===== src/rtl/uio_arb_pkg.sv =====
// uio_arb_pkg
// Shared types and constants for the uio pad bus arbiter.
//   - arb_state_e : arbiter state encoding (IDLE, TURN, OWN)
//   - UIO_W       : pad bus width
//   - OWNER_W     : width of an owner index (up to four requesters)
//   - HOLD_W      : width of the ownership hold counter
//   - TURN_W      : width of the turnaround counter (up to 7 cycles)
//   - MAX_REQ     : largest supported requester count
//   - rr_step     : round-robin successor of an index, wrapping at n_req
package uio_arb_pkg;

    localparam int UIO_W   = 8;
    localparam int OWNER_W = 2;
    localparam int HOLD_W  = 8;
    localparam int TURN_W  = 3;
    localparam int MAX_REQ = 4;

    typedef enum logic [1:0] {
        ST_IDLE = 2'd0,
        ST_TURN = 2'd1,
        ST_OWN  = 2'd2
    } arb_state_e;

    // Next index in round-robin order, wrapping from n_req-1 back to 0.
    function automatic logic [OWNER_W-1:0] rr_step(input logic [OWNER_W-1:0] idx,
                                                   input int n_req);
        logic [OWNER_W-1:0] nxt;
        if (int'(idx) >= (n_req - 32'sd1)) begin
            nxt = '0;
        end else begin
            nxt = idx + 2'd1;
        end
        return nxt;
    endfunction

endpackage


===== src/rtl/uio_rr_pick.sv =====
// uio_rr_pick
// Combinational round-robin selector. The search starts at last_owner+1
// (mod N_REQ) and returns the first requester whose req bit is set.
// Because last_owner itself is visited last, a requester that is still
// asking never beats another pending requester right after its own turn.
// Ports:
//   req        in  N_REQ    request vector
//   last_owner in  OWNER_W  index the search starts after
//   valid      out 1        at least one request is set
//   idx        out OWNER_W  winning requester index (0 when !valid)
module uio_rr_pick
    import uio_arb_pkg::*;
#(
    parameter int N_REQ = 2
) (
    input  logic [N_REQ-1:0]   req,
    input  logic [OWNER_W-1:0] last_owner,
    output logic               valid,
    output logic [OWNER_W-1:0] idx
);

    logic [MAX_REQ-1:0] req_pad_s;
    logic [OWNER_W-1:0] cand_s;

    // Walk the candidates in rotating priority order and keep the first hit.
    always_comb begin
        req_pad_s              = '0;
        req_pad_s[N_REQ-1:0]   = req;
        valid                  = 1'b0;
        idx                    = '0;
        cand_s                 = rr_step(last_owner, N_REQ);
        for (int i = 0; i < N_REQ; i++) begin
            if (!valid && req_pad_s[cand_s]) begin
                valid = 1'b1;
                idx   = cand_s;
            end else begin
                valid = valid;
            end
            cand_s = rr_step(cand_s, N_REQ);
        end
    end

endmodule


===== src/rtl/uio_bus_arbiter.sv =====
// uio_bus_arbiter
// Shares the 8-bit bidirectional uio pad bus between N_REQ on-chip
// requesters with a level req / registered one-hot gnt handshake and
// round-robin arbitration. Every change of ownership passes through a TURN
// window of TURN_CYCLES cycles with all pad enables low, so two masters
// never drive the pads in adjacent cycles. Pad outputs are registered.
//
// Optional feature macro: UIO_ARB_TIMEOUT_EN
//   When defined, an owner that has held the bus for MAX_HOLD cycles is
//   preempted if another requester is waiting. When undefined, the owner
//   keeps the bus until it drops req.
//
// Parameters: N_REQ (2..4), TURN_CYCLES (1..7), MAX_HOLD (2..255)
// Ports:
//   clk      in  1            rising-edge clock
//   rst      in  1            synchronous active-high reset
//   req      in  N_REQ        level request per requester
//   gnt      out N_REQ        one-hot grant, registered
//   m_out    in  N_REQ*8      per-requester pad data, slice k = [8k+7:8k]
//   m_oe     in  N_REQ*8      per-requester pad enables, same slicing
//   uio_out  out 8            registered pad data
//   uio_oe   out 8            registered pad enables (1 = drive)
//   uio_in   in  8            pad input
//   m_in     out 8            uio_in broadcast to all requesters (wire)
//   owner    out 2            current or pending owner, registered
//   busy     out 1            high in TURN or OWN, registered
module uio_bus_arbiter
    import uio_arb_pkg::*;
#(
    parameter int N_REQ       = 2,
    parameter int TURN_CYCLES = 1,
    parameter int MAX_HOLD    = 16
) (
    input  logic                   clk,
    input  logic                   rst,
    input  logic [N_REQ-1:0]       req,
    output logic [N_REQ-1:0]       gnt,
    input  logic [N_REQ*UIO_W-1:0] m_out,
    input  logic [N_REQ*UIO_W-1:0] m_oe,
    output logic [UIO_W-1:0]       uio_out,
    output logic [UIO_W-1:0]       uio_oe,
    input  logic [UIO_W-1:0]       uio_in,
    output logic [UIO_W-1:0]       m_in,
    output logic [OWNER_W-1:0]     owner,
    output logic                   busy
);

    if ((N_REQ < 2) || (N_REQ > MAX_REQ)) begin : g_bad_n_req
        $error("uio_bus_arbiter: N_REQ must be 2..4");
    end
    if ((TURN_CYCLES < 1) || (TURN_CYCLES > 7)) begin : g_bad_turn
        $error("uio_bus_arbiter: TURN_CYCLES must be 1..7");
    end
    if ((MAX_HOLD < 2) || (MAX_HOLD > 255)) begin : g_bad_hold
        $error("uio_bus_arbiter: MAX_HOLD must be 2..255");
    end

    localparam logic [TURN_W-1:0]  TURN_LAST  = TURN_W'(TURN_CYCLES - 1);
    localparam logic [OWNER_W-1:0] LAST_RESET = OWNER_W'(N_REQ - 1);

    arb_state_e         state_r, state_n;
    logic [OWNER_W-1:0] owner_r, owner_n;
    logic [OWNER_W-1:0] last_owner_r, last_owner_n;
    logic [TURN_W-1:0]  turn_cnt_r, turn_cnt_n;
    logic [N_REQ-1:0]   gnt_r, gnt_n;
    logic [UIO_W-1:0]   uio_out_r, uio_out_n;
    logic [UIO_W-1:0]   uio_oe_r, uio_oe_n;
    logic               busy_r, busy_n;

    logic [OWNER_W-1:0] pick_base_s;
    logic               pick_valid_s;
    logic [OWNER_W-1:0] pick_idx_s;
    logic               other_pending_s;
    logic               req_own_s;
    logic [UIO_W-1:0]   own_out_s;
    logic [UIO_W-1:0]   own_oe_s;
    logic [N_REQ-1:0]   own_hot_s;
    logic               preempt_s;
    logic               own_entry_s;

    // While a requester owns the bus the search rotates from it, so the
    // release edge can pick the successor before last_owner is updated.
    always_comb begin
        if (state_r == ST_OWN) begin
            pick_base_s = owner_r;
        end else begin
            pick_base_s = last_owner_r;
        end
    end

    uio_rr_pick #(
        .N_REQ      (N_REQ)
    ) u_rr_pick (
        .req        (req),
        .last_owner (pick_base_s),
        .valid      (pick_valid_s),
        .idx        (pick_idx_s)
    );

    // The picker only returns the owner itself when nobody else is asking.
    always_comb begin
        other_pending_s = pick_valid_s && (pick_idx_s != owner_r);
    end

    // Decode the owner index into its request bit, data slices and one-hot.
    always_comb begin
        req_own_s = 1'b0;
        own_out_s = '0;
        own_oe_s  = '0;
        own_hot_s = '0;
        for (int k = 0; k < N_REQ; k++) begin
            if (owner_r == OWNER_W'(k)) begin
                req_own_s    = req[k];
                own_out_s    = m_out[k*UIO_W +: UIO_W];
                own_oe_s     = m_oe[k*UIO_W +: UIO_W];
                own_hot_s[k] = 1'b1;
            end else begin
                own_hot_s[k] = 1'b0;
            end
        end
    end

    // Detect the TURN -> OWN hand-over edge (restarts the hold counter).
    always_comb begin
        own_entry_s = (state_r == ST_TURN) && (turn_cnt_r == TURN_LAST) && req_own_s;
    end

`ifdef UIO_ARB_TIMEOUT_EN
    localparam logic [HOLD_W-1:0] HOLD_MAX = HOLD_W'(MAX_HOLD);

    logic [HOLD_W-1:0] hold_cnt_r;

    // Count OWN cycles, saturating so a lone owner keeps the bus indefinitely.
    always_ff @(posedge clk) begin
        if (rst) begin
            hold_cnt_r <= '0;
        end else if (own_entry_s) begin
            hold_cnt_r <= '0;
        end else if ((state_r == ST_OWN) && (hold_cnt_r != HOLD_MAX)) begin
            hold_cnt_r <= hold_cnt_r + 8'd1;
        end else begin
            hold_cnt_r <= hold_cnt_r;
        end
    end

    // Preempt only when the hold limit is reached and someone else waits.
    always_comb begin
        preempt_s = (hold_cnt_r == HOLD_MAX) && other_pending_s;
    end
`else
    // Without the timeout feature the owner is never preempted.
    always_comb begin
        preempt_s = 1'b0;
    end
`endif

    // Next-state and next-output logic for the IDLE / TURN / OWN machine.
    always_comb begin
        state_n      = state_r;
        owner_n      = owner_r;
        last_owner_n = last_owner_r;
        turn_cnt_n   = turn_cnt_r;
        gnt_n        = '0;
        uio_out_n    = '0;
        uio_oe_n     = '0;
        case (state_r)
            ST_IDLE: begin
                if (pick_valid_s) begin
                    owner_n    = pick_idx_s;
                    turn_cnt_n = '0;
                    state_n    = ST_TURN;
                end else begin
                    state_n    = ST_IDLE;
                end
            end
            ST_TURN: begin
                // The winner is fixed for the whole window; late arrivals wait.
                if (turn_cnt_r == TURN_LAST) begin
                    turn_cnt_n = '0;
                    if (req_own_s) begin
                        state_n = ST_OWN;
                        gnt_n   = own_hot_s;
                    end else begin
                        state_n = ST_IDLE;
                    end
                end else begin
                    turn_cnt_n = turn_cnt_r + 3'd1;
                end
            end
            ST_OWN: begin
                if (!req_own_s || preempt_s) begin
                    // Release or preemption: pads go quiet on this same edge.
                    last_owner_n = owner_r;
                    if (other_pending_s) begin
                        owner_n    = pick_idx_s;
                        turn_cnt_n = '0;
                        state_n    = ST_TURN;
                    end else begin
                        state_n    = ST_IDLE;
                    end
                end else begin
                    gnt_n     = own_hot_s;
                    uio_out_n = own_out_s;
                    uio_oe_n  = own_oe_s;
                end
            end
            default: begin
                state_n = ST_IDLE;
            end
        endcase
        busy_n = (state_n != ST_IDLE);
    end

    // State and registered outputs; reset drops any grant immediately.
    always_ff @(posedge clk) begin
        if (rst) begin
            state_r      <= ST_IDLE;
            owner_r      <= '0;
            last_owner_r <= LAST_RESET;
            turn_cnt_r   <= '0;
            gnt_r        <= '0;
            uio_out_r    <= '0;
            uio_oe_r     <= '0;
            busy_r       <= 1'b0;
        end else begin
            state_r      <= state_n;
            owner_r      <= owner_n;
            last_owner_r <= last_owner_n;
            turn_cnt_r   <= turn_cnt_n;
            gnt_r        <= gnt_n;
            uio_out_r    <= uio_out_n;
            uio_oe_r     <= uio_oe_n;
            busy_r       <= busy_n;
        end
    end

    assign gnt     = gnt_r;
    assign uio_out = uio_out_r;
    assign uio_oe  = uio_oe_r;
    assign owner   = owner_r;
    assign busy    = busy_r;
    assign m_in    = uio_in;

endmodule

===== config.mk =====
export PLATFORM = sky130hd
export DESIGN_NAME = uio_bus_arbiter
export DESIGN_NICKNAME = d
export VERILOG_FILES = /design/src/rtl/uio_arb_pkg.sv /design/src/rtl/uio_rr_pick.sv /design/src/rtl/uio_bus_arbiter.sv
export SDC_FILE = /design/constraint.sdc
export NUM_CORES = 1
export LEC_CHECK = 0
export BUFFER_PORTS_ARGS = -buffer_cell sky130_fd_sc_hd__clkbuf_2
export CAP_MARGIN = 10
export CORE_ASPECT_RATIO = 2
export CORE_MARGIN = 10
export CORE_UTILIZATION = 35
export CTS_CLUSTER_DIAMETER = 30
export CTS_CLUSTER_SIZE = 30
export DETAILED_ROUTE_END_ITERATION = 8
export PLACE_DENSITY = 0.62
export SLEW_MARGIN = 20
export SYNTH_ARGS = -nofsm -noshare
export SYNTH_HDL_FRONTEND = slang
export SYNTH_HIERARCHICAL = 1
export SYNTH_SLANG_ARGS = --single-unit

===== constraint.sdc =====
create_clock -name clk -period 3.76 [get_ports clk]
set_input_delay 0.188 -clock clk [delete_from_list [all_inputs] [get_ports clk]]
set_output_delay 0.188 -clock clk [all_outputs]
set_load 0.05 [all_outputs]

==> qor.yml <==
route:
  routed_wl_um: 3384
  routedWlPerCell_um: 13.12
  drt_iter0_drc: 29
  dr.pass1.iters: 5
  vias_per_cell: 4.620
  via_count: 1192
  drc_errors: 0
  drtAntennaViolNets: 0
setup_path:
  worstSetupStartpointType: "register"
  end_kind: "register"
  critPathMaxFanout: 9
  cpLargestDelayFamily: "compound AO/OA/AOI/OAI gates"
  slowest_delay_ns: 0.37
  crit_buf_inv: 2
  worst_path_max_delay_cell: "mux2_2"
  cp.required_ns: 3.91
  arrival_ns: 2.96
  path_cells: "inv_1 > ha_1 > mux2_2 > inv_1 > ha_1 > and2_4 > o211a_1 > xor2_1 > o221a_1 > o21ai_0 > a31oi_1"
  critPathKind: "register to register"
sta:
  setup-violations-final: 0
  finClkSkew_ns: 0.003764
  max_freq_ghz: 0.3560
  drv_slew: 0
  period_minus_slack_ns: 2.809
  setup_tns_ns: 0
  grt_setup_unrepaired: "false"
  finalCritPeriodShare_pct: 74.72
  hold_viol: 0
place:
  place.port_buffers: 56
  placed_area_um2: 1704
  dp_cells: 254
  hpwl_um: 2862
  finalWeightedCongestion: 0.8397
die:
  dieHeight_um: 111.2
  ios: 73
  core-area_um2: 4046
  num_rows: 33
  start_util_pct: 35.96
  die_area_um2: 7293
  die_w_um: 65.60
global_routing:
  grt_pass1_vias: 1325
  grt.overflow.total: 0
  antenna_found_initial: 0
  grt_pass1_wl_um: 5651
  grt_max_degree: 24
  track_usage_pct: 9.592
synthesis:
  synth-adder-area-share_pct: 6.879
  synth_nets: 212
  yosysUniqueCellTypes: 35
  synth-compound-area-share_pct: 10.40
  ys_ff_latch: 28
  avgSynthCellArea_um2: 9.095
  yosys_warnings: 6
  synth_edf_count: 0
  synth_flop_cell: "dfxtp_1"
  synthSimpleGateAreaFrac_pct: 15.56
  synth_xor_area_share_pct: 1.204
  async_reset_ff_share_pct: 0
  synth_area_um2: 1455
  synth_cells: 160
  synth_top_family_by_area: "multiplexers"
  ys_seq_area_share_pct: 38.52
  muxShareOfSynthArea_pct: 17.45
clock_network:
  cts_tree: "yes"
  cts.clk_slew.worst_paths_ns: 0.09
  cts_hold_buf: 0
  numCtsBuffers: 3
  postCtsSetupBuffers: 0
  insertion_delay_ns: 0.27
  clockBufferDepth: 2
  cts_max_level: 1
  cts.repair.resized: 0
  cts_num_sinks: 28
  cts_root_buf: "clkbuf_8"
final_layout:
  syn_to_final_growth_pct: 22.01
  final_util_pct: 43.88
  drive_gt1_share_pct: 33.50
  final_cell_mix: "56 x clkbuf_2, 28 x dfxtp_1, 22 x mux2i_1"
  final_area_um2: 1775
  stdcell_count: 258
  nets: 259
  n_fill_cell: 467
  layout_commonest_cell: "clkbuf_2"
  n_antenna_cell: 0
  seq_area_um2: 560.5
  multi_input_area_um2: 753.2
power_and_ir_drop:
  ir_drop_v: 0.0003282
  power_mw: 0.6690
  leakage_nw: 0.8199
  powerDensity_nw_per_um2: 376.8
min_path:
  min_path_type: "primary input to register"
flow_run:
  cap_violations: 0
run_status:
  run_status: "finished clean"
per-stage QoR:
| stage | hold WS (ns) | setup slack (ns) |
|---|---|---|
| final | 0.1372 | 0.9507 |
| after CTS | 0.1332 | 0.9705 |
| after detailed placement | 0.3766 | 0.9868 |
| after global routing | 0.1453 | 0.7677 |
| after floorplan | 0.2571 | 0.7914 |
| after global placement | 0.3766 | 1.021 |
power by group:
part	internal, mW	switching, mW
Sequential	0.303	0.00695
Clock	0.143	0.0918
Combinational	0.0547	0.0698
Yosys cell counts (2+ instances only):
cell,number,share of area (%)
dfxtp_1,28,39
mux2i_1,22,15
nor2_1,21,5.4
nand2_1,12,3.1
buf_4,10,5.2
inv_1,9,2.3
ha_1,8,6.9
a21oi_1,7,2.4
o21ai_0,7,2.4
nand3_1,5,1.7
buf_2,2,0.69
clkbuf_1,2,0.52
nand2b_1,2,0.86
nor2b_1,2,0.86
o21a_1,2,1.0
xor2_1,2,1.2
routing by layer:
| layer | GRT usage [%] | share of wire, % | vias to the layer above |
|---|---|---|---|
| li1 | - | - | 613 |
| met2 | 18.27 | 58 | 45 |
| met1 | 8.084 | 32 | 520 |
| met5 | 0 | 0 | - |
| met4 | 6.178 | 4.3 | 0 |
| met3 | 2.429 | 5.9 | 14 |
worst register-to-register path: cells and delay by family, from the launching register on:
kind	cells	cell delay [ns]
xor gates and xnor gates	1	0.16
DFF	1	0.35
AOI/OAI and AO/OA	4	0.92
muxes	1	0.37
and+or+nand+nor	1	0.15
adders and majority gates	2	0.56
buffers and inverters	2	0.17
kinds of logic (layout without fill, tap and decap cells):
logic type,after synthesis,after routing
adder cells (fa/ha/maj),8,8
multiplexers,24,24
other,1,1
AND/OR/NAND/NOR,49,49
flip-flops,28,28
buffers and inverters,25,71
AO/OA/AOI/OAI,23,23
XOR/XNOR,2,2
final timing paths:
| path | start | endpoint | slack, ns | cells past startpoint |
|---|---|---|---|---|
| max | state_r[0] | busy | 0.95 | 11 |
| min | m_out[1] | uio_out[1] | 0.14 | 3 |
| max reg2reg | state_r[0] | busy | 0.95 | 11 |
| min reg2reg | last_owner_r[1] | last_owner_r[1] | 0.46 | 2 |
final cells by class:
type,instances,share of cell area [%]
clock buffer,3,2.326
sequential,28,31.57
timing repair buffer,57,16.21
clock inverter,1,1.691
inverter,10,2.114
multi-input combinational,107,42.42
tap,52,3.665
state kept, by name, indices dropped and copies added (netlist names):
register and count:
turn_cnt_r 3, state_r 2, last_owner_r 2, gnt 2, busy 1, owner 2
uio_out 8, uio_oe 8
Power figures use the tool's default switching activity.
